==> config.mk <==
export PLATFORM = sky130hd
export DESIGN_NAME = ex_operand_stage_flat
export DESIGN_NICKNAME = d
export VERILOG_FILES = /design/src/rtl/ex_operand_stage_pkg.sv /design/src/rtl/ex_operand_stage_if.sv /design/src/rtl/ex_operand_stage_fwd_mux.sv /design/src/rtl/ex_operand_stage.sv /design/src/flat_wrapper.sv
export SDC_FILE = /design/constraint.sdc
export NUM_CORES = 1
export LEC_CHECK = 0
export ABC_CLOCK_PERIOD_IN_PS = 8900
export CORE_ASPECT_RATIO = 0.6
export CORE_MARGIN = 2
export CORE_UTILIZATION = 55
export CTS_BUF_LIST = sky130_fd_sc_hd__clkbuf_4
export DETAILED_ROUTE_END_ITERATION = 12
export DONT_BUFFER_PORTS = 1
export HOLD_SLACK_MARGIN = 0.03
export PLACE_DENSITY_LB_ADDON = 0.25
export SLEW_MARGIN = 20
export SYNTH_ARGS = -nofsm -noshare
export SYNTH_HDL_FRONTEND = slang
export SYNTH_HIERARCHICAL = 1
export SYNTH_SLANG_ARGS = --single-unit
==> constraint.sdc <==
create_clock -name clk -period 8.9 [get_ports clk]
set_clock_uncertainty 0.15 [all_clocks]
set_input_delay 1.78 -clock clk [delete_from_list [all_inputs] [get_ports clk]]
set_output_delay 1.78 -clock clk [all_outputs]
set_load 0.05 [all_outputs]
==> src/rtl/ex_operand_stage_pkg.sv <==
// Shared constants and types for the EX operand-issue stage.
//   - ALU operation codes (shared encoding with the ALU)
//   - operand-select constants and FSM state encodings
//   - forwarding-source tuple and the EX segment register layout
package ex_operand_stage_pkg;

    localparam int unsigned XLEN = 32;
    localparam int unsigned REGW = 5;

    // ALU operation codes
    localparam logic [3:0] ALU_ADD  = 4'b0000;
    localparam logic [3:0] ALU_SUB  = 4'b1000;
    localparam logic [3:0] ALU_SLL  = 4'b0001;
    localparam logic [3:0] ALU_SLT  = 4'b0010;
    localparam logic [3:0] ALU_SLTU = 4'b0011;
    localparam logic [3:0] ALU_XOR  = 4'b0100;
    localparam logic [3:0] ALU_SRL  = 4'b0101;
    localparam logic [3:0] ALU_SRA  = 4'b1101;
    localparam logic [3:0] ALU_OR   = 4'b0110;
    localparam logic [3:0] ALU_AND  = 4'b0111;

    // Operand selects
    localparam logic OP1_RS1 = 1'b0;
    localparam logic OP1_PC  = 1'b1;
    localparam logic OP2_RS2 = 1'b0;
    localparam logic OP2_IMM = 1'b1;

    typedef enum logic [0:0] {
        StRun  = 1'b0,
        StWait = 1'b1
    } ex_state_e;

    // Destination tuple of a downstream stage that may supply a forwarded value
    typedef struct packed {
        logic            valid;
        logic            reg_wr;
        logic [REGW-1:0] rd;
        logic [XLEN-1:0] result;
    } fwd_src_t;

    // ID/EX segment register payload
    typedef struct packed {
        logic [XLEN-1:0] pc;
        logic [REGW-1:0] rs1;
        logic [REGW-1:0] rs2;
        logic [REGW-1:0] rd;
        logic            reg_wr;
        logic            is_load;
        logic [XLEN-1:0] rs1_data;
        logic [XLEN-1:0] rs2_data;
        logic [XLEN-1:0] imm;
        logic            op1_sel;
        logic            op2_sel;
        logic [3:0]      alu_func;
    } ex_fields_t;

    // A stage supplies rs only if it really writes a non-x0 register equal to rs
    function automatic logic src_match(input fwd_src_t src, input logic [REGW-1:0] rs);
        return src.valid && src.reg_wr && (src.rd != '0) && (src.rd == rs);
    endfunction

endpackage

==> src/rtl/ex_operand_stage_if.sv <==
// Bus bundle of the EX operand stage.
//   master: pipeline side (drives ID fields, MEM/WB status, flush/stall; reads ALU operands)
//   slave : the operand stage itself
interface ex_operand_stage_if;
    import ex_operand_stage_pkg::*;

    logic            flush_i;
    logic            stall_i;
    logic            id_valid;
    logic [XLEN-1:0] id_pc;
    logic [REGW-1:0] id_rs1;
    logic [REGW-1:0] id_rs2;
    logic [REGW-1:0] id_rd;
    logic            id_reg_wr;
    logic            id_is_load;
    logic [XLEN-1:0] id_rs1_data;
    logic [XLEN-1:0] id_rs2_data;
    logic [XLEN-1:0] id_imm;
    logic            id_op1_sel;
    logic            id_op2_sel;
    logic [3:0]      id_alu_func;
    logic            mem_valid;
    logic            mem_reg_wr;
    logic            mem_is_load;
    logic [REGW-1:0] mem_rd;
    logic [XLEN-1:0] mem_result;
    logic            wb_valid;
    logic            wb_reg_wr;
    logic [REGW-1:0] wb_rd;
    logic [XLEN-1:0] wb_result;
    logic [XLEN-1:0] op1;
    logic [XLEN-1:0] op2;
    logic [3:0]      alu_func;
    logic            ex_valid;
    logic [XLEN-1:0] ex_pc;
    logic [REGW-1:0] ex_rd;
    logic            ex_reg_wr;
    logic            ex_is_load;
    logic [XLEN-1:0] ex_store_data;
    logic            id_stall_o;

    modport master (
        output flush_i, stall_i, id_valid, id_pc, id_rs1, id_rs2, id_rd, id_reg_wr,
               id_is_load, id_rs1_data, id_rs2_data, id_imm, id_op1_sel, id_op2_sel,
               id_alu_func, mem_valid, mem_reg_wr, mem_is_load, mem_rd, mem_result,
               wb_valid, wb_reg_wr, wb_rd, wb_result,
        input  op1, op2, alu_func, ex_valid, ex_pc, ex_rd, ex_reg_wr, ex_is_load,
               ex_store_data, id_stall_o
    );

    modport slave (
        input  flush_i, stall_i, id_valid, id_pc, id_rs1, id_rs2, id_rd, id_reg_wr,
               id_is_load, id_rs1_data, id_rs2_data, id_imm, id_op1_sel, id_op2_sel,
               id_alu_func, mem_valid, mem_reg_wr, mem_is_load, mem_rd, mem_result,
               wb_valid, wb_reg_wr, wb_rd, wb_result,
        output op1, op2, alu_func, ex_valid, ex_pc, ex_rd, ex_reg_wr, ex_is_load,
               ex_store_data, id_stall_o
    );

endinterface

==> src/rtl/ex_operand_stage_fwd_mux.sv <==
// Forwarding mux for one source register.
//   rs_i, reg_data_i       : source index and its stored register value
//   mem_src_i, wb_src_i    : MEM / WB destination tuples
//   mem_is_load_i          : MEM holds a load (its result is an address, not data)
//   data_o                 : forwarded value (MEM over WB over register)
//   load_hit_o             : rs is produced by the load currently in MEM
module ex_operand_stage_fwd_mux
    import ex_operand_stage_pkg::*;
(
    input  logic [REGW-1:0] rs_i,
    input  logic [XLEN-1:0] reg_data_i,
    input  fwd_src_t        mem_src_i,
    input  logic            mem_is_load_i,
    input  fwd_src_t        wb_src_i,
    output logic [XLEN-1:0] data_o,
    output logic            load_hit_o
);

    logic mem_hit;
    logic wb_hit;

    always_comb begin
        mem_hit    = src_match(mem_src_i, rs_i);
        wb_hit     = src_match(wb_src_i, rs_i);
        load_hit_o = mem_hit && mem_is_load_i;
        if (mem_hit) begin
            data_o = mem_src_i.result;
        end else if (wb_hit) begin
            data_o = wb_src_i.result;
        end else begin
            data_o = reg_data_i;
        end
    end

endmodule

==> src/rtl/ex_operand_stage.sv <==
// ID/EX segment register and operand issue for the ALU.
//   clk, rst_n : clock (rising edge), asynchronous active-low reset
//   bus        : ID fields, MEM/WB forwarding status, flush/stall in;
//                ALU operands, EX control and ID stall out
// A load in MEM feeding the EX instruction costs one bubble: the EX slot is
// presented invalid for a cycle while the load moves to WB, then reissues with
// the WB value.
module ex_operand_stage
    import ex_operand_stage_pkg::*;
(
    input  logic          clk,
    input  logic          rst_n,
    ex_operand_stage_if.slave bus
);

    ex_fields_t      ex_q, ex_d;
    logic            valid_q, valid_d;
    ex_state_e       state_q, state_d;

    fwd_src_t        mem_src;
    fwd_src_t        wb_src;
    logic [XLEN-1:0] fwd_rs1;
    logic [XLEN-1:0] fwd_rs2;
    logic            load_hit_rs1;
    logic            load_hit_rs2;
    logic            load_use;

    assign mem_src = '{valid: bus.mem_valid, reg_wr: bus.mem_reg_wr,
                       rd: bus.mem_rd, result: bus.mem_result};
    assign wb_src  = '{valid: bus.wb_valid, reg_wr: bus.wb_reg_wr,
                       rd: bus.wb_rd, result: bus.wb_result};

    ex_operand_stage_fwd_mux u_fwd_rs1 (
        .rs_i          (ex_q.rs1),
        .reg_data_i    (ex_q.rs1_data),
        .mem_src_i     (mem_src),
        .mem_is_load_i (bus.mem_is_load),
        .wb_src_i      (wb_src),
        .data_o        (fwd_rs1),
        .load_hit_o    (load_hit_rs1)
    );

    ex_operand_stage_fwd_mux u_fwd_rs2 (
        .rs_i          (ex_q.rs2),
        .reg_data_i    (ex_q.rs2_data),
        .mem_src_i     (mem_src),
        .mem_is_load_i (bus.mem_is_load),
        .wb_src_i      (wb_src),
        .data_o        (fwd_rs2),
        .load_hit_o    (load_hit_rs2)
    );

    // Both sources are checked even if the select ignores one (conservative).
    // In WAIT the load has moved to WB, so no new interlock is raised.
    assign load_use = (state_q == StRun) && valid_q && (load_hit_rs1 || load_hit_rs2);

    always_comb begin
        ex_d    = ex_q;
        valid_d = valid_q;
        state_d = state_q;
        if (bus.flush_i) begin
            valid_d = 1'b0;
            state_d = StRun;
        end else if (bus.stall_i || load_use) begin
            // Holding: refresh stored operands so a value retiring from WB is kept
            ex_d.rs1_data = fwd_rs1;
            ex_d.rs2_data = fwd_rs2;
            if (!bus.stall_i) begin
                state_d = StWait;
            end
        end else begin
            ex_d = '{pc: bus.id_pc, rs1: bus.id_rs1, rs2: bus.id_rs2, rd: bus.id_rd,
                     reg_wr: bus.id_reg_wr, is_load: bus.id_is_load,
                     rs1_data: bus.id_rs1_data, rs2_data: bus.id_rs2_data,
                     imm: bus.id_imm, op1_sel: bus.id_op1_sel, op2_sel: bus.id_op2_sel,
                     alu_func: bus.id_alu_func};
            valid_d = bus.id_valid;
            state_d = StRun;
        end
    end

    always_ff @(posedge clk or negedge rst_n) begin
        if (!rst_n) begin
            ex_q    <= '0;
            valid_q <= 1'b0;
            state_q <= StRun;
        end else begin
            ex_q    <= ex_d;
            valid_q <= valid_d;
            state_q <= state_d;
        end
    end

    always_comb begin
        bus.op1           = (ex_q.op1_sel == OP1_PC) ? ex_q.pc : fwd_rs1;
        bus.op2           = (ex_q.op2_sel == OP2_IMM) ? ex_q.imm : fwd_rs2;
        bus.ex_store_data = fwd_rs2;
        bus.alu_func      = ex_q.alu_func;
        bus.ex_valid      = valid_q && !load_use;
        bus.ex_pc         = ex_q.pc;
        bus.ex_rd         = ex_q.rd;
        bus.ex_reg_wr     = ex_q.reg_wr;
        bus.ex_is_load    = ex_q.is_load;
        bus.id_stall_o    = !bus.flush_i && (bus.stall_i || load_use);
    end

endmodule

==> src/flat_wrapper.sv <==
// flat-port wrapper written by rule: the top's interface ports become plain ports
module ex_operand_stage_flat import ex_operand_stage_pkg::*;
  (clk, rst_n, bus_flush_i, bus_stall_i, bus_id_valid, bus_id_pc, bus_id_rs1, bus_id_rs2, bus_id_rd, bus_id_reg_wr, bus_id_is_load, bus_id_rs1_data, bus_id_rs2_data, bus_id_imm, bus_id_op1_sel, bus_id_op2_sel, bus_id_alu_func, bus_mem_valid, bus_mem_reg_wr, bus_mem_is_load, bus_mem_rd, bus_mem_result, bus_wb_valid, bus_wb_reg_wr, bus_wb_rd, bus_wb_result, bus_op1, bus_op2, bus_alu_func, bus_ex_valid, bus_ex_pc, bus_ex_rd, bus_ex_reg_wr, bus_ex_is_load, bus_ex_store_data, bus_id_stall_o);
  ex_operand_stage_if bus_i ();
  input  logic clk;
  input  logic rst_n;
  input wire logic [$bits(bus_i.flush_i)-1:0] bus_flush_i;
  input wire logic [$bits(bus_i.stall_i)-1:0] bus_stall_i;
  input wire logic [$bits(bus_i.id_valid)-1:0] bus_id_valid;
  input wire logic [$bits(bus_i.id_pc)-1:0] bus_id_pc;
  input wire logic [$bits(bus_i.id_rs1)-1:0] bus_id_rs1;
  input wire logic [$bits(bus_i.id_rs2)-1:0] bus_id_rs2;
  input wire logic [$bits(bus_i.id_rd)-1:0] bus_id_rd;
  input wire logic [$bits(bus_i.id_reg_wr)-1:0] bus_id_reg_wr;
  input wire logic [$bits(bus_i.id_is_load)-1:0] bus_id_is_load;
  input wire logic [$bits(bus_i.id_rs1_data)-1:0] bus_id_rs1_data;
  input wire logic [$bits(bus_i.id_rs2_data)-1:0] bus_id_rs2_data;
  input wire logic [$bits(bus_i.id_imm)-1:0] bus_id_imm;
  input wire logic [$bits(bus_i.id_op1_sel)-1:0] bus_id_op1_sel;
  input wire logic [$bits(bus_i.id_op2_sel)-1:0] bus_id_op2_sel;
  input wire logic [$bits(bus_i.id_alu_func)-1:0] bus_id_alu_func;
  input wire logic [$bits(bus_i.mem_valid)-1:0] bus_mem_valid;
  input wire logic [$bits(bus_i.mem_reg_wr)-1:0] bus_mem_reg_wr;
  input wire logic [$bits(bus_i.mem_is_load)-1:0] bus_mem_is_load;
  input wire logic [$bits(bus_i.mem_rd)-1:0] bus_mem_rd;
  input wire logic [$bits(bus_i.mem_result)-1:0] bus_mem_result;
  input wire logic [$bits(bus_i.wb_valid)-1:0] bus_wb_valid;
  input wire logic [$bits(bus_i.wb_reg_wr)-1:0] bus_wb_reg_wr;
  input wire logic [$bits(bus_i.wb_rd)-1:0] bus_wb_rd;
  input wire logic [$bits(bus_i.wb_result)-1:0] bus_wb_result;
  output wire logic [$bits(bus_i.op1)-1:0] bus_op1;
  output wire logic [$bits(bus_i.op2)-1:0] bus_op2;
  output wire logic [$bits(bus_i.alu_func)-1:0] bus_alu_func;
  output wire logic [$bits(bus_i.ex_valid)-1:0] bus_ex_valid;
  output wire logic [$bits(bus_i.ex_pc)-1:0] bus_ex_pc;
  output wire logic [$bits(bus_i.ex_rd)-1:0] bus_ex_rd;
  output wire logic [$bits(bus_i.ex_reg_wr)-1:0] bus_ex_reg_wr;
  output wire logic [$bits(bus_i.ex_is_load)-1:0] bus_ex_is_load;
  output wire logic [$bits(bus_i.ex_store_data)-1:0] bus_ex_store_data;
  output wire logic [$bits(bus_i.id_stall_o)-1:0] bus_id_stall_o;
  assign bus_i.flush_i = bus_flush_i;
  assign bus_i.stall_i = bus_stall_i;
  assign bus_i.id_valid = bus_id_valid;
  assign bus_i.id_pc = bus_id_pc;
  assign bus_i.id_rs1 = bus_id_rs1;
  assign bus_i.id_rs2 = bus_id_rs2;
  assign bus_i.id_rd = bus_id_rd;
  assign bus_i.id_reg_wr = bus_id_reg_wr;
  assign bus_i.id_is_load = bus_id_is_load;
  assign bus_i.id_rs1_data = bus_id_rs1_data;
  assign bus_i.id_rs2_data = bus_id_rs2_data;
  assign bus_i.id_imm = bus_id_imm;
  assign bus_i.id_op1_sel = bus_id_op1_sel;
  assign bus_i.id_op2_sel = bus_id_op2_sel;
  assign bus_i.id_alu_func = bus_id_alu_func;
  assign bus_i.mem_valid = bus_mem_valid;
  assign bus_i.mem_reg_wr = bus_mem_reg_wr;
  assign bus_i.mem_is_load = bus_mem_is_load;
  assign bus_i.mem_rd = bus_mem_rd;
  assign bus_i.mem_result = bus_mem_result;
  assign bus_i.wb_valid = bus_wb_valid;
  assign bus_i.wb_reg_wr = bus_wb_reg_wr;
  assign bus_i.wb_rd = bus_wb_rd;
  assign bus_i.wb_result = bus_wb_result;
  assign bus_op1 = bus_i.op1;
  assign bus_op2 = bus_i.op2;
  assign bus_alu_func = bus_i.alu_func;
  assign bus_ex_valid = bus_i.ex_valid;
  assign bus_ex_pc = bus_i.ex_pc;
  assign bus_ex_rd = bus_i.ex_rd;
  assign bus_ex_reg_wr = bus_i.ex_reg_wr;
  assign bus_ex_is_load = bus_i.ex_is_load;
  assign bus_ex_store_data = bus_i.ex_store_data;
  assign bus_id_stall_o = bus_i.id_stall_o;
  ex_operand_stage u_core (.clk(clk), .rst_n(rst_n), .bus(bus_i));
endmodule
# Word level (Yosys, flattened, before mapping)
# Index checks and enable logic that the tools add are counted.
# word_totals
ff_bits	153
latchBits	0
mem_bits_rw	0
romBits	0
elab_cells	56
n_memories	0
# op_classes
n_addsub	0
multipliers	0
div_mod_pow	0
order_cmp	0
n_eq_ne	6
shift	0
mux	12
bitwise_logic	3
n_reduce_logical	21
# op_table
op	count
2-to-1 mux 32 bit	6
2-to-1 mux 64 bit	1
== test 5 bit	4
logical AND 1 bit	14
nonzero test 5 bit	2
2-to-1 mux 1 bit	5
inequality test 3 bit (second input constant)	1
NOT 1 bit	3
logical NOT 1 bit	2
logical OR 1 bit	2
inequality test 2 bit (second input constant)	1
AND reduction 2 bit	1

# Logic depth before layout (Yosys ltp)
# Gate-level depths: netlist (run 1).
# depth
depth_word	9
mapped_depth	12
depth_no_buf	7

# Cells and area by module
# The synthesis (run 1) kept the hierarchy.
# by_module_without_submodules
mod	instances	cells_per_inst	area_each_um2	seq_area_each_um2
ex_operand_stage	1	827	8858.5	3828.7
ex_operand_stage_fwd_mux	2	185	1308.8	0.0

# Worst setup path after synthesis (run 1)
# No wires, ideal clock.
# synth_path
path_kind	input-to-output
from	in bus_mem_rd[1]
to	out bus_id_stall_o
t_arrival_ps	4245
required_time_ps	6970
path_slack_ps	2725
stages	11
path_cell_list	xor2_1 a211o_1 or3_1 buf_6 buf_12 nor2_1 o21ba_1 buf_2 clkbuf_1 a21oi_1 nor2_1
# synth_between
elab_chain_cells	8
elab_cells_between_ends	12
classes_between	eq/ne: 2; reduce/logical: 10
# synth_lines
item	line	source
start: declaration	flat_wrapper.sv:25	input wire logic [$bits(bus_i.mem_rd)-1:0] bus_mem_rd;
nonzero test 5 bit	ex_operand_stage_pkg.sv:59	return src.valid && src.reg_wr && (src.rd != '0) && (src.rd == rs);
logical AND 1 bit	ex_operand_stage_pkg.sv:59	
logical AND 1 bit (*)	ex_operand_stage_pkg.sv:59	
logical AND 1 bit (*)	ex_operand_stage_fwd_mux.sv:25	load_hit_o = mem_hit && mem_is_load_i;
net u_core.load_hit_rs2	ex_operand_stage.sv:25	logic load_hit_rs2;
logical OR 1 bit (*)	ex_operand_stage.sv:55	assign load_use = (state_q == StRun) && valid_q && (load_hit_rs1 || load_hit_rs2);
logical AND 1 bit (*)	ex_operand_stage.sv:55	
logical OR 1 bit (*)	ex_operand_stage.sv:104	bus.id_stall_o = !bus.flush_i && (bus.stall_i || load_use);
logical AND 1 bit (*)	ex_operand_stage.sv:104	
end: declaration	flat_wrapper.sv:40	output wire logic [$bits(bus_i.id_stall_o)-1:0] bus_id_stall_o;
# Mark *: on every way through the listed nets, which the timed path passes. The rest lies on a longest branch.

# Worst setup path in the final report (run 1)
# layout_path
from	in bus_mem_rd[0]
to	out bus_op2[0]
# layout_between
elab_chain_cells	5
elab_cells_between_ends	6
classes_between	eq/ne: 1; mux: 2; reduce/logical: 3
# layout_lines
item	line	source
nonzero test 5 bit	ex_operand_stage_pkg.sv:59	
logical AND 1 bit	ex_operand_stage_pkg.sv:59	
logical AND 1 bit (*)	ex_operand_stage_pkg.sv:59	
2-to-1 mux 32 bit (*)	ex_operand_stage_fwd_mux.sv:26	if (mem_hit) begin
net bus_ex_store_data[0]	flat_wrapper.sv:39	output wire logic [$bits(bus_i.ex_store_data)-1:0] bus_ex_store_data;
2-to-1 mux 32 bit (*)	ex_operand_stage.sv:96	bus.op2 = (ex_q.op2_sel == OP2_IMM) ? ex_q.imm : fwd_rs2;
end: declaration	flat_wrapper.sv:32	output wire logic [$bits(bus_i.op2)-1:0] bus_op2;
# Marks and branches as above.

==> impl_metrics.yaml, run 1 <==
critical_path:
  cp-start-kind: "input pin"
  r2r_cells: 10
  reg2reg_setup_slack_ns: 4.11
  path_class: "in -> out"
  worstPathRequired_ns: 6.97
  cp.arrival_ns: 4.88
  endpoint_kind: "primary output"
  path_max_fanout: 33
floorplan:
  start_util_pct: 56.8
  core_area_um2: 20200
  die_y_um: 116
  die_w_um: 190
  dieArea_um2: 22100
  row_count: 40
  io-pin-count: 376
power_and_ir_drop:
  p_seq_share_pct: 40.9
  leakagePower_nw: 4.18
  clockPowerShare_pct: 21.6
  internal_power_mw: 1.27
  vdd_ir_drop_max_mv: 0.134
  switching_share_pct: 46.7
  p_switching_mw: 1.11
  p_comb_share_pct: 37.5
  p_per_area_nw_per_um2: 207
min_path:
  min_path_cells: 1
  min_path_type: "reg -> reg"
routing:
  routed_wirelength_um: 37900
  dr.pass1.iters: 5
  vias_per_cell: 7.33
  postRouteAntennaNets: 0
  drc: 0
  wl_per_cell_um: 28.1
  vias: 9884
  first_iter_violations: 979
clocking:
  cts-htree-levels: 4
  cts_buffers: 17
  cts_setup_buffers: 0
  clockBufferDepth: 2
  cts_hold_buf: 0
  cts_tree: "yes"
  clock-sinks: 153
  clk_transition_reported_paths_ns: 0.14
  worstSkewPairLatency_ns: 0.59
  cts_resized: 0
  cts-root-buf: "clkbuf_4"
grt:
  grt_pass1_wl_um: 55800
  grt_overflow: 0
  first_global_vias: 9466
  track_usage_pct: 32.8
  grt_max_degree: 256
  antenna_found_initial: 2
sta:
  setup_tns_ns: 0
  hold_violations: 0
  fmax_mhz: 147
  worst_pin_slew_ns: 0.935
  setup_viol: 0
  fin_crit_sh_pct: 76.5
  rsz0062_at_grt: "no"
  relSlewSlack_pct: 37.7
  slew_viol_final: 0
  period_minus_slack_ns: 6.81
synthesis:
  synth_warnings: 6
  netlist_top_cells_area: "dfrtp_1 (33%), mux2_2 (12%), and3b_1 (4.9%), nand4b_1 (4.9%), o31ai_1 (4.2%)"
  synthCells: 1197
  synth_top_area_share_pct: 33.4
  syn_area_um2: 11500
  ys_types: 41
  ys_seq_area_share_pct: 33.4
  synthFlopType: "dfrtp_1"
  synth_async_sr_flop_share_pct: 100
  synth_nets: 1432
  syn_avg_cell_area_um2: 9.59
  yosysTopAreaCell: "dfrtp_1"
  synth_seq_cells: 153
  synth_edf_count: 0
cells_and_area:
  fill_cells: 1795
  area_growth_syn_to_layout_pct: -0.218
  layout.nets: 1294
  layout-drive-gt1-share_pct: 23.2
  multiInputGateArea_um2: 6640
  final-seq-area_um2: 3830
  fin_util_pct: 56.6
run_status:
  status: "finished, final reports clean"
job:
  maxCapViolCount: 0
placed_design:
  port_buffers: 0
  dp_hpwl_um: 24900
  globalplace.congestion: 0.887
routing by layer:
metal | wire length (um) | track usage, %
met1 | 15600 | 42.9
met2 | 17500 | 51.4
met3 | 3530 | 9.84
met4 | 1270 | 13.2
met5 | 0 | 0
layout by cell type, fill, tap and decap left out, types with 2 or more instances in the layout:
cell type / instances
a211o_1: 2
a21oi_1: 67
a21oi_2: 2
a31oi_1: 23
a31oi_2: 41
and3b_1: 64
buf_4: 37
bufinv_16: 4
clkbuf_4: 18
clkinv_4: 3
clkinvlp_4: 4
dfrtp_1: 152
diode_2: 3
inv_1: 4
inv_2: 3
inv_6: 2
mux2_1: 30
mux2_2: 121
nand2_1: 3
nand3_1: 66
nand4_1: 64
nand4b_1: 64
nor2_1: 4
nor3_2: 2
nor3b_1: 59
nor4_1: 66
o2111ai_2: 2
o211ai_1: 5
o21ai_0: 60
o21ai_2: 2
o31ai_1: 64
or3_1: 4
or4_1: 2
xnor2_1: 8
xor2_1: 8
power groups by stage:
stage | clock (mW) | sequential, mW | combinational [mW]
after floorplan | 0 | 0.856 | 0.924
after global placement | 0 | 0.978 | 0.867
after detailed placement | 0 | 0.981 | 0.881
after CTS | 0.518 | 0.969 | 0.882
after global routing | 0.546 | 0.980 | 0.930
final | 0.512 | 0.970 | 0.891
registers in the layout (all words and copies together), names as in the netlist:
register and count:
u_core/ex_q 108, u_core/state_q 1, u_core/bus.alu_func 4, u_core/bus.ex_is_load 1, u_core/bus.ex_pc 32, u_core/bus.ex_reg_wr 1
u_core/valid_q 1, u_core/bus.ex_rd 5
layout make-up:
type | count | area share (%)
timing repair buffer | 37 | 2.43
clock inverter | 14 | 1.73
multi-input combinational | 843 | 57.9
clock buffer | 18 | 1.18
tap | 273 | 2.98
inverter | 7 | 0.229
antenna | 3 | 0.0656
sequential | 153 | 33.4
critical path, cell delays in order:
cell     delay, ns
or4_1         0.53
a21oi_2       0.16
buf_4         0.35
or3_2         0.82
a31oi_2       0.59
mux2_2        0.58
cell families (layout without fill, tap and decap cells):
family | Yosys count | after routing | synth area share [%]
xor gates and xnor gates | 16 | 16 | 1.22
AOI/OAI and AO/OA | 275 | 275 | 16.8
muxes | 151 | 151 | 14.8
DFF | 153 | 153 | 33.4
other | 0 | 3 | 0
and+or+nand+nor | 401 | 401 | 24.4
buffers and inverters | 201 | 76 | 9.38
path summary, 6_finish.rpt:
check                                 startpoint                   to
worst min-delay path             u_core/ex_q[32]      u_core/ex_q[32]
min in group asynchronous                  rst_n      u_core/ex_q[71]
worst max register to register  u_core/ex_q[110]  u_core/bus.ex_rd[2]
max in group asynchronous                  rst_n      u_core/ex_q[31]
worst max-delay path               bus_mem_rd[0]           bus_op2[0]
worst min register to register   u_core/ex_q[32]      u_core/ex_q[32]
per-stage QoR:
stage / area (um2) / total power [mW] / cells / hold WS, ns / setup WS, ns
after floorplan: 11500 / 1.78 / 1197 / 0.302 / 2.73
after global placement: 11100 / 1.85 / 1313 / 0.312 / 2.17
after detailed placement: 11100 / 1.86 / 1313 / 0.323 / 2.16
after CTS: 11400 / 2.37 / 1345 / 0.355 / 2.16
after global routing: 11400 / 2.46 / 1346 / 0.367 / 1.97
final: 11500 / 2.37 / 1348 / 0.356 / 2.09
synth_stat cells, types with 3 or more instances:
library cell / n
buf_1: 3
nand3_1: 66
a31oi_2: 38
nor2_1: 4
mux2_1: 30
xor2_1: 8
dfrtp_1: 153
buf_12: 4
nand2_1: 3
buf_4: 46
or3_1: 5
nor4_1: 66
o21ai_0: 60
a21oi_1: 67
a31oi_1: 26
and3b_1: 64
nor3b_1: 59
buf_6: 8
nand4b_1: 64
inv_1: 5
buf_2: 19
o211ai_1: 5
nand4_1: 64
mux2_2: 121
clkbuf_1: 114
xnor2_1: 8
o31ai_1: 64
(Power assumes the default switching activity.)
==> run 2, diff against run 1 <==
ABC_CLOCK_PERIOD_IN_PS = 6000   (was 8900)
clock period = 6 ns   (was 8.9 ns; I/O delays follow)
==> run 2 against run 1 <==
Compared with the run above: setup slack lost 1.3 ns; sequential share of layout area shrank 0.51 points; die area is the same; power grew 49%; clock power grew 38%; clock-buffer cell count is the same; first-iteration DRC count grew 22%; core utilization grew 0.88 points; sequential power grew 48%; final cell count grew 0.82%; design area grew 1.6%; critical path depth shrank 1.
==> impl_metrics.yaml, run 2 (synthesis results as in run 1) <==
run_status:
  status: "finished, final reports clean"
min_path:
  min_path_type: "in -> async"
sta:
  worst_pin_slew_ns: 0.931
  hold_violations: 0
  slew_viol_final: 0
  relSlewSlack_pct: 37.9
  fmax_mhz: 192
  setup_tns_ns: 0
  period_minus_slack_ns: 5.21
  rsz0062_at_grt: "no"
  setup_viol: 0
  fin_crit_sh_pct: 86.8
cells_and_area:
  finalNonFillerCells: 1359
  largest_reg_flops: 108
  final_common_cell: "dfrtp_1"
  layout-drive-gt1-share_pct: 23.7
  regMostFlops: "u_core/ex_q"
  fill_cells: 1787
  area_growth_syn_to_layout_pct: 1.34
  layout_common_cells: "dfrtp_1 (152), mux2_2 (121), a21oi_1 (67)"
  layout.nets: 1307
critical_path:
  cp.depth: 5
  cp.buffers_inverters: 0
  crit_family: "simple AND/OR/NAND/NOR gates"
  endpoint_kind: "primary output"
  path_class: "in -> out"
  slowest_delay_ns: 0.74
  r2r_cells: 10
  cp.arrival_ns: 3.86
  crit_chain: "or4_1 -> a21oi_2 -> or3_2 -> a31oi_2 -> mux2_2"
  cp-start-kind: "input pin"
  r2r-start: "u_core/ex_q[115]"
  crit_slowest_cell: "or3_2"
  path_max_fanout: 27
  worstPathRequired_ns: 4.65
  critPathLaunch: "bus_mem_rd[0]"
routing:
  vias_per_cell: 7.29
  drc: 0
  first_iter_violations: 1191
  vias: 9910
  dr.pass1.iters: 6
  postRouteAntennaNets: 0
  wl_per_cell_um: 28.0
  routed_wirelength_um: 38100
placed_design:
  port_buffers: 0
  dp.cells: 1326
  globalplace.congestion: 0.886
  dp_hpwl_um: 25300
clocking:
  cts_tree: "yes"
  cts_resized: 0
  cts_buffers: 17
  worstSkewPairLatency_ns: 0.59
  cts_setup_buffers: 0
  clock-sinks: 153
  clockBufferDepth: 2
  clk_transition_reported_paths_ns: 0.15
  cts-root-buf: "clkbuf_4"
  cts-htree-levels: 4
  cts_hold_buf: 0
grt:
  grt_max_degree: 256
  antenna_found_initial: 4
  track_usage_pct: 33.3
  grt_overflow: 0
  first_global_vias: 9530
  grt_pass1_wl_um: 56800
power_and_ir_drop:
  p_per_area_nw_per_um2: 304
  vdd_ir_drop_max_mv: 0.187
  leakagePower_nw: 4.27
job:
  maxCapViolCount: 0
floorplan:
  io-pin-count: 376
  die_y_um: 116
  start_util_pct: 56.8
  die_w_um: 190
  dieArea_um2: 22100
  row_count: 40
  core_area_um2: 20200
[run 2: cell types whose count changed in the layout (fill, tap and decap cells not counted), sizes merged]
| cell | delta |
|---|---|
| buf | +13 |
| clkinv | +2 |
| clkinvlp | -3 |
| diode | +1 |
| inv | -2 |
[run 2: worst paths after layout]
check	slack, ns	end
max	0.79	bus_op2[27]
min	0.14	u_core/ex_q[71]
max reg2reg	2.22	u_core/ex_q[67]
min reg2reg	0.35	u_core/ex_q[26]
max in group asynchronous	5.33	u_core/ex_q[94]
min in group clk	0.35	u_core/ex_q[26]
[run 2: stage by stage]
stage / cell area [um2] / worst slack [ns] / util, % / hold WS (ns) / power (mW)
after floorplan: 11500 / 0.985 / - / 0.302 / 2.64
after global placement: 11300 / 0.865 / 56.0 / 0.312 / 2.81
after detailed placement: 11300 / 0.847 / 56.0 / 0.323 / 2.83
after CTS: 11600 / 0.840 / 57.5 / 0.106 / 3.53
after global routing: 11600 / 0.747 / 57.5 / 0.0960 / 3.67
final: 11600 / 0.789 / 57.5 / 0.143 / 3.54
[run 2: metal layers]
layer / vias to the layer above / GRT usage, % / wire (um)
met1: 4879 / 42.4 / 15000
met5: - / 0 / 13
met2: 576 / 53.3 / 17800
li1: 4367 / - / -
met3: 86 / 11.2 / 4180
met4: 2 / 12.3 / 1170
[run 2: final cells by class]
class,instances,area [um2],area share [%]
antenna,4,10.0,0.0861
clock buffer,18,135,1.16
tap,273,342,2.94
timing repair buffer,50,488,4.20
multi-input combinational,843,6640,57.1
sequential,153,3830,32.9
clock inverter,11,156,1.34
inverter,7,26.3,0.226
[run 2: power breakdown]
part	switching, mW	leakage (nW)	total (mW)	internal, mW
Combinational	0.971	2.27	1.39	0.419
Clock	0.386	0.154	0.709	0.323
Sequential	0.263	1.85	1.44	1.18
[run 2: worst register-to-register path: cells and delay by family, from the launching register on]
kind	cells	cell delay (ns)
xor gates and xnor gates	1	0.18
AOI/OAI and AO/OA	2	0.49
and+or+nand+nor	4	1.19
buffers and inverters	3	1.22
DFF	1	0.47
==> run 3, diff against run 2 <==
CORE_MARGIN = 5   (was 2)
CTS_CLUSTER_SIZE = 8   (was not set)
==> run 3 against run 2 <==
Compared with the run above: clock power decreased by 14%; sequential share of layout area decreased by 1.1 points; core utilization up 1.8 points; critical path depth rose by 1; via count rose by 1.9%; power increased by 1.7%; worst hold slack got worse by 0.012 ns; flip-flop and latch count is the same; global-route usage is 1.9 points lower; highest routed layer unchanged.
==> impl_metrics.yaml, run 3 (synthesis results as in run 1) <==
routing:
  first_iter_violations: 1130
  postRouteAntennaNets: 0
  drc: 0
  route.met2.wl_um: 18000
  top_layer_used: "met5"
  wl_per_cell_um: 28.3
  routed_wirelength_um: 39200
  vias: 10100
  vias_per_cell: 7.30
  route.met3.wl_um: 4780
  met1_length_um: 15500
  dr.pass1.iters: 8
floorplan:
  start_util_pct: 56.6
  io-pin-count: 376
  row_count: 40
  die_y_um: 122
  dieArea_um2: 23900
  core_area_um2: 20300
  die_w_um: 196
cells_and_area:
  final_common_cell: "dfrtp_1"
  fill_cells: 1739
  regMostFlops: "u_core/ex_q"
  area_growth_syn_to_layout_pct: 4.82
  layout.nets: 1328
  largest_reg_flops: 108
  layout_common_cells: "dfrtp_1 (152), mux2_2 (121), a21oi_1 (67)"
  finalNonFillerCells: 1384
  layout-drive-gt1-share_pct: 25.6
critical_path:
  reg2reg_to: "u_core/ex_q[67]"
  crit_slowest_cell: "or3_2"
  crit_family: "simple AND/OR/NAND/NOR gates"
  critPathLaunch: "bus_mem_rd[0]"
  endpoint_kind: "primary output"
  path_class: "in -> out"
  slowest_delay_ns: 0.71
  r2r_cells: 9
  crit_chain: "or4_1 -> a21oi_4 -> or3_2 -> a31oi_2 -> mux2_2 -> buf_12"
  cp.arrival_ns: 3.92
  reg2reg_setup_slack_ns: 2.12
  r2r-start: "u_core/ex_q[115]"
  cp.buffers_inverters: 1
  worstPathRequired_ns: 4.65
  path_max_fanout: 26
  cp-start-kind: "input pin"
clocking:
  cts-htree-levels: 4
  clk_transition_reported_paths_ns: 0.14
  cts_tree: "yes"
  worstSkewPairLatency_ns: 0.60
  cts_resized: 0
  clockBufferDepth: 2
  cts-root-buf: "clkbuf_4"
  clock-sinks: 153
  cts_hold_buf: 0
  cts_setup_buffers: 0
  cts_buffers: 17
placed_design:
  dp_hpwl_um: 27000
  dp.cells: 1347
  globalplace.congestion: 0.923
  port_buffers: 0
sta:
  slew_viol_final: 0
  worst_pin_slew_ns: 1.19
  period_minus_slack_ns: 5.27
  setup_tns_ns: 0
  setup_viol: 0
  fmax_mhz: 190
  rsz0062_at_grt: "no"
  relSlewSlack_pct: 20.9
  hold_violations: 0
  fin_crit_sh_pct: 87.8
grt:
  grt_max_degree: 256
  first_global_vias: 9695
  grt_overflow: 0
  track_usage_pct: 31.4
  grt_pass1_wl_um: 59200
  antenna_found_initial: 5
power_and_ir_drop:
  p_per_area_nw_per_um2: 299
  leakagePower_nw: 4.45
  vdd_ir_drop_max_mv: 0.205
min_path:
  min_path_type: "in -> async"
job:
  maxCapViolCount: 0
run_status:
  status: "finished, final reports clean"
## run 3: power breakdown
part	internal (mW)	switching, mW	total (mW)
sequential	1.17	0.272	1.45
combinational	0.546	0.997	1.54
clock	0.210	0.400	0.610
total	1.93	1.67	3.60
## run 3: how the worst max path moves through the flow
stage | end | slack [ns] | depth (start not counted)
after floorplan | bus_id_stall_o | 0.99 | 11
after global placement | bus_op2[21] | 0.74 | 6
after detailed placement | bus_op2[21] | 0.73 | 6
after CTS | bus_op2[21] | 0.72 | 6
after global routing | bus_op2[21] | 0.68 | 6
final | bus_op2[21] | 0.73 | 6
## run 3: per-layer routing
metal  track usage, %  up-vias
met5                0        -
met4             9.81        2
met3             11.7       87
met2             49.3      630
met1             40.7     4957
li1                 -     4426
## run 3: cell type report
| type | count | area, um2 | share of cell area (%) |
|---|---|---|---|
| Tap cell | 273 | 342 | 2.84 |
| Multi-Input combinational cell | 843 | 6650 | 55.3 |
| Antenna cell | 5 | 12.5 | 0.104 |
| Timing Repair Buffer | 71 | 921 | 7.66 |
| Inverter | 7 | 26.3 | 0.218 |
| Clock buffer | 19 | 143 | 1.19 |
| Sequential cell | 153 | 3830 | 31.8 |
| Clock inverter | 13 | 106 | 0.884 |
## run 3: metrics by stage
| stage | worst slack [ns] | hold slack, ns | utilization, % | total power, mW | area, um2 |
|---|---|---|---|---|---|
| after global routing | 0.679 | 0.0592 | 59.3 | 3.75 | 12000 |
| after CTS | 0.723 | 0.0713 | 59.3 | 3.60 | 12000 |
| after global placement | 0.743 | 0.313 | 58.0 | 2.97 | 11800 |
| after detailed placement | 0.727 | 0.318 | 58.0 | 3.00 | 11800 |
| final | 0.729 | 0.132 | 59.3 | 3.60 | 12000 |
| after floorplan | 0.985 | 0.302 | - | 2.64 | 11500 |
## run 3: worst reg2reg max path: cells and delay by family (launching register included)
kind	cells	cell delay, ns
compound gates	2	0.57
xor+xnor	1	0.19
buf+inv	2	0.91
flops	1	0.49
simple gates	4	1.50
